## src/rtl/alu_pkg.sv

```systemverilog
// Shared definitions for the ALU command sequencer, its watchdog and the
// surrounding checker/stimulus code.
package alu_pkg;

    localparam int unsigned ALU_DATA_WIDTH = 8;
    localparam int unsigned ALU_OP_WIDTH   = 3;

    typedef enum logic [1:0] {
        IDLE = 2'd0,
        SEND = 2'd1,
        WAIT = 2'd2,
        RESP = 2'd3
    } seq_state_t;

    localparam logic [ALU_OP_WIDTH-1:0] OP_ADD = 3'b000;
    localparam logic [ALU_OP_WIDTH-1:0] OP_SUB = 3'b001;
    localparam logic [ALU_OP_WIDTH-1:0] OP_AND = 3'b010;
    localparam logic [ALU_OP_WIDTH-1:0] OP_OR  = 3'b011;
    localparam logic [ALU_OP_WIDTH-1:0] OP_XOR = 3'b100;
    localparam logic [ALU_OP_WIDTH-1:0] OP_SHL = 3'b101;
    localparam logic [ALU_OP_WIDTH-1:0] OP_SHR = 3'b110;
    localparam logic [ALU_OP_WIDTH-1:0] OP_MUL = 3'b111;

endpackage

```

## src/rtl/alu_watchdog.sv

```systemverilog
// Loadable up-counter with clear and enable; flags expiry at TIMEOUT-1.
module alu_watchdog #(
    parameter int unsigned TIMEOUT = 64
) (
    input  logic                       clk,
    input  logic                       reset_n,
    input  logic                       i_clear,
    input  logic                       i_load,
    input  logic [$clog2(TIMEOUT)-1:0] i_load_value,
    input  logic                       i_enable,
    output logic                       o_expired
);

    localparam int unsigned CW = $clog2(TIMEOUT);

    logic [CW-1:0] r_count;

    always_ff @(posedge clk or negedge reset_n) begin
        if (!reset_n) begin
            r_count <= '0;
        end else if (i_clear) begin
            r_count <= '0;
        end else if (i_load) begin
            r_count <= i_load_value;
        end else if (i_enable) begin
            r_count <= r_count + CW'(1);
        end
    end

    assign o_expired = (r_count == CW'(TIMEOUT - 1));

endmodule

```

## src/rtl/alu_cmd_sequencer.sv

```systemverilog
// Accepts a parallel ALU command, serialises it onto the ALU bus, waits for
// done (guarded by a watchdog) and returns the result over a response handshake.
module alu_cmd_sequencer
    import alu_pkg::*;
#(
    parameter int unsigned DATA_WIDTH = ALU_DATA_WIDTH,
    parameter int unsigned OP_WIDTH   = ALU_OP_WIDTH,
    parameter int unsigned TIMEOUT    = 64
) (
    input  logic                  clk,
    input  logic                  reset_n,
    input  logic                  cmd_valid,
    output logic                  cmd_ready,
    input  logic [OP_WIDTH-1:0]   cmd_op,
    input  logic [DATA_WIDTH-1:0] cmd_a,
    input  logic [DATA_WIDTH-1:0] cmd_b,
    output logic                  opcode_valid,
    output logic                  opcode,
    output logic [DATA_WIDTH-1:0] data,
    input  logic                  done,
    input  logic [DATA_WIDTH-1:0] result,
    input  logic                  overflow,
    output logic                  rsp_valid,
    input  logic                  rsp_ready,
    output logic [DATA_WIDTH-1:0] rsp_result,
    output logic                  rsp_overflow,
    output logic                  rsp_timeout,
    output logic                  busy
);

    localparam int unsigned BW = (OP_WIDTH > 1) ? $clog2(OP_WIDTH) : 1;

    seq_state_t            r_state;
    seq_state_t            w_state_next;
    logic [OP_WIDTH-1:0]   r_op;
    logic [DATA_WIDTH-1:0] r_a;
    logic [DATA_WIDTH-1:0] r_b;
    logic [BW-1:0]         r_bit;
    logic [DATA_WIDTH-1:0] r_rsp_result;
    logic                  r_rsp_overflow;
    logic                  r_rsp_timeout;
    logic                  w_accept;
    logic                  w_capture;
    logic                  w_abort;
    logic                  w_last_bit;
    logic                  w_expired;

    assign w_last_bit   = (r_bit == BW'(OP_WIDTH - 1));
    assign rsp_result   = r_rsp_result;
    assign rsp_overflow = r_rsp_overflow;
    assign rsp_timeout  = r_rsp_timeout;

    // Counter is held at zero outside WAIT so it always starts fresh on entry.
    alu_watchdog #(
        .TIMEOUT (TIMEOUT)
    ) u_watchdog (
        .clk          (clk),
        .reset_n      (reset_n),
        .i_clear      (r_state != WAIT),
        .i_load       (1'b0),
        .i_load_value ('0),
        .i_enable     (r_state == WAIT),
        .o_expired    (w_expired)
    );

    always_ff @(posedge clk or negedge reset_n) begin
        if (!reset_n) begin
            r_state <= IDLE;
        end else begin
            r_state <= w_state_next;
        end
    end

    always_comb begin
        w_state_next = r_state;
        cmd_ready    = 1'b0;
        busy         = 1'b1;
        opcode_valid = 1'b0;
        opcode       = 1'b0;
        data         = '0;
        rsp_valid    = 1'b0;
        w_accept     = 1'b0;
        w_capture    = 1'b0;
        w_abort      = 1'b0;
        case (r_state)
            IDLE: begin
                cmd_ready = 1'b1;
                busy      = 1'b0;
                if (cmd_valid) begin
                    w_accept     = 1'b1;
                    w_state_next = SEND;
                end
            end
            SEND: begin
                opcode_valid = 1'b1;
                opcode       = r_op[r_bit];
                if (r_bit == BW'(0)) begin
                    data = r_a;
                end else if (r_bit == BW'(1)) begin
                    data = r_b;
                end
                if (w_last_bit) begin
                    w_state_next = WAIT;
                end
            end
            WAIT: begin
                // done takes priority over a coincident watchdog expiry
                if (done) begin
                    w_capture    = 1'b1;
                    w_state_next = RESP;
                end else if (w_expired) begin
                    w_abort      = 1'b1;
                    w_state_next = RESP;
                end
            end
            RESP: begin
                rsp_valid = 1'b1;
                if (rsp_ready) begin
                    w_state_next = IDLE;
                end
            end
            default: w_state_next = IDLE;
        endcase
    end

    always_ff @(posedge clk or negedge reset_n) begin
        if (!reset_n) begin
            r_op           <= '0;
            r_a            <= '0;
            r_b            <= '0;
            r_bit          <= '0;
            r_rsp_result   <= '0;
            r_rsp_overflow <= 1'b0;
            r_rsp_timeout  <= 1'b0;
        end else begin
            if (w_accept) begin
                r_op  <= cmd_op;
                r_a   <= cmd_a;
                r_b   <= cmd_b;
                r_bit <= '0;
            end else if (r_state == SEND) begin
                r_bit <= w_last_bit ? '0 : r_bit + BW'(1);
            end
            if (w_capture) begin
                r_rsp_result   <= result;
                r_rsp_overflow <= overflow;
                r_rsp_timeout  <= 1'b0;
            end else if (w_abort) begin
                r_rsp_result   <= '0;
                r_rsp_overflow <= 1'b0;
                r_rsp_timeout  <= 1'b1;
            end
        end
    end

endmodule

```

## config.mk

```make
export PLATFORM = sky130hd
export DESIGN_NAME = alu_cmd_sequencer
export DESIGN_NICKNAME = d
export VERILOG_FILES = /design/src/rtl/alu_pkg.sv /design/src/rtl/alu_watchdog.sv /design/src/rtl/alu_cmd_sequencer.sv
export SDC_FILE = /design/constraint.sdc
export NUM_CORES = 1
export LEC_CHECK = 0
export CAP_MARGIN = 10
export CORE_MARGIN = 4
export CORE_UTILIZATION = 50
export CTS_CLUSTER_DIAMETER = 200
export DETAILED_ROUTE_END_ITERATION = 16
export DONT_BUFFER_PORTS = 1
export PLACE_DENSITY = 0.63
export SETUP_SLACK_MARGIN = 0.5
export SYNTH_ARGS = -nofsm -noshare
export SYNTH_HDL_FRONTEND = slang
export SYNTH_SLANG_ARGS = --single-unit
```

## constraint.sdc

```tcl
create_clock -name clk -period 2.34 [get_ports clk]
set_clock_uncertainty 0.15 [all_clocks]
set_input_delay 0.117 -clock clk [delete_from_list [all_inputs] [get_ports clk]]
set_output_delay 0.117 -clock clk [all_outputs]
set_load 0.01 [all_outputs]
```

==> impl_metrics.yaml <==
logic_synthesis:
  synth_compound_gate_area_share_pct: 5.10
  synth_mux_area_share_pct: 18.5
  synth_nets: 195
  synth_fa_ha_area_share_pct: 4.25
  ys_seq_area_share_pct: 55.3
  synthCells: 156
  synth-xor-area-share_pct: 1.98
  ys_seq_elements: 39
  synth_cell_types: 25
  netlist_area_um2: 1770
  synth_top_family_by_area: "multiplexers"
  synth-simple-area-share_pct: 12.4
  avgSynthCellArea_um2: 11.3
  synth_warnings: 0
placement:
  placed_area_um2: 1820
  port_buffers: 0
  gp_congestion: 0.716
  dp.final_hpwl_um: 2550
  dp_cells: 199
floorplanning:
  coreArea_um2: 3360
  pin_count: 56
  rows: 21
  die_height_um: 67.4
  die_area_um2: 4550
  fp.dieW_um: 67.4
  start_util_pct: 52.5
global_routing:
  grt_pass1_wl_um: 6260
  grt_max_degree: 40
  antenna_found_initial: 0
  grt_pass1_vias: 1382
  overflow: 0
  grt_usage_pct: 18.9
timing:
  fmax_mhz: 547
  min_period_ns: 1.83
  maxSlewHeadroom_pct: 70.4
  drv_slew: 0
  setup_viol: 0
  post-route-period-util_pct: 78.1
  finalHoldViolations: 0
  tightest_slew_ns: 0.443
  setup_tns_ns: 0
  rsz0062_at_grt: "yes"
drt:
  firstDrtPassIters: 4
  routed_wl_um: 3930
  drt-wirelength-per-cell_um: 15.9
  avgViaCountPerCell: 5.15
  first_iter_violations: 38
  vias: 1273
  drc: 0
  ant_nets: 0
pwr:
  p_comb_share_pct: 45.7
  vdd.ir_drop.worst_v: 0.000745
  clockPowerShare_pct: 12.0
  seqPwrFrac_pct: 42.2
  p_sw_share_pct: 37.8
  p_per_area_nw_per_um2: 1190
  leakage_nw: 1.04
  switching_power_mw: 1.05
  p_int_mw: 1.73
layout:
  final_cells: 247
  fin_area_um2: 2340
  diodes: 0
  synthToLayoutAreaGrowth_pct: 32.7
  layout_commonest_cell: "dfrtp_1"
  final_cell_mix: "dfrtp_1 (39), dlygate4sd3_1 (31), mux2_2 (20), nand2_1 (20), o21ai_0 (10)"
  drive_gt1_share_pct: 28.9
  fin_nets: 239
flow_run:
  maxCapViolCount: 0
worst_setup_path:
  max_stage_delay_ns: 0.42
  worstPathCellList: "inv_2, ha_4, a222oi_1, buf_4, o31ai_4, mux2_4"
  critPathCaptureType: "flop"
  worstSetupStartpointType: "flop"
  path_max_fanout: 6
  crit_required_ns: 2.42
  critPathKind: "reg2reg"
  cp.arrival_ns: 1.90
  slowest_stage: "dfrtp_1"
clock_network:
  clockRootBuffer: "clkbuf_4"
  h-tree-depth: 2
  cts.sinks: 39
  clkTransAtPathRegs_ns: 0.11
  clk_path_buf_depth: 2
  numCtsBuffers: 5
  insertion_delay_ns: 0.35
  tritoncts: "built"
outcome:
  outcome: "finished, final reports clean"
worst_hold_path:
  hp-class: "in2reg"
[power groups by stage]
stage / sequential, mW / clock [mW] / combinational [mW]
6_report: 1.18 / 0.335 / 1.27
2_1_floorplan: 1.13 / 0 / 0.746
4_1_cts: 1.17 / 0.344 / 1.19
5_1_grt: 1.21 / 0.379 / 1.40
3_3_place_gp: 1.16 / 0 / 0.850
3_5_place_dp: 1.18 / 0 / 0.904
[cell usage after synthesis (all sizes together)]
master | instances | area, um^2
nor2b | 1 | 6.26
a22oi | 1 | 7.51
dfrtp | 39 | 976
nor3 | 1 | 10.0
xor2 | 3 | 26.3
a21oi | 3 | 15.0
a222oi | 1 | 10.0
xnor2 | 1 | 8.76
nand2b | 2 | 12.5
o31ai | 1 | 7.51
nand3b | 1 | 7.51
and2 | 3 | 18.8
and3 | 1 | 6.26
o21ai | 10 | 50.1
mux2i | 9 | 90.1
clkbuf | 2 | 7.51
nand2 | 21 | 78.8
buf | 2 | 10.0
nor2 | 17 | 63.8
inv | 7 | 26.3
nand3 | 3 | 15.0
mux2 | 21 | 236
ha | 6 | 75.1
[cell type report]
cell class,count,area (um^2)
clock inverters,2,12.5
well taps,46,57.6
fillers,263,1020
inverters,7,26.3
repair buffers,41,398
multi-input cells,106,832
flip-flops and latches,39,976
clock buffers,6,41.3
[critical path: cells and delay by family (launching register included)]
family,cells,cell delay [ns]
adder cells (fa/ha/maj),1,0.19
flip-flops,1,0.42
AO/OA/AOI/OAI,2,0.37
buffers and inverters,2,0.28
multiplexers,1,0.30
[final timing paths]
| check | depth (start not counted) | slack [ns] | from | end |
|---|---|---|---|---|
| max | 6 | 0.51 | r_state[1] | r_state[1] |
| min | 2 | 0.04 | done | rsp_timeout |
| max reg2reg | 6 | 0.51 | r_state[1] | r_state[1] |
| min reg2reg | 1 | 0.34 | u_watchdog.r_count[0] | u_watchdog.r_count[0] |
| max in group asynchronous | 2 | 1.76 | reset_n | u_watchdog.r_count[0] |
| min in group asynchronous | 2 | 0.08 | reset_n | r_a[1] |
[state kept, by name (all words and copies together) (netlist names)]
signal and flops:
u_watchdog.r_count 6, r_b 8, rsp_result 8, rsp_timeout 1, r_a 8, r_bit 2, rsp_overflow 1, r_state 2
r_op 3
[kinds of logic (layout without fill, tap and decap cells)]
family	Yosys count	after routing
compound gates	16	16
xor+xnor	4	4
fa+ha+maj	6	6
buf+inv	11	56
flops	39	39
mux	30	30
simple gates	50	50
[stage by stage]
stage,util (%),hold WS [ns],worst slack [ns],total power [mW]
floorplan,-,-0.329,0.509,1.88
global placement,54.0,-0.328,0.454,2.01
detailed placement,54.0,-0.328,0.287,2.09
CTS,68.8,0.0349,0.504,2.71
global route,69.7,0.0605,0.433,2.99
finish,69.7,0.0363,0.513,2.78
[timing repair]
action,4_1_cts,5_1_grt
pin swaps,1,2
hold endpoints to repair,70,0
hold buffers,32,0
endpoints found under the setup margin,39,12
setup buffers,7,1
resized for setup,18,4
[metal layers]
metal	global-route usage, %	part of all wire (%)	up-vias	wire length (um)
met5	0	0	-	0
met4	7.59	1.4	0	55
met3	4.66	5.7	6	226
met2	34.7	53	42	2070
met1	20.5	40	615	1580
li1	-	-	610	-
Power figures use the tool's default switching activity.
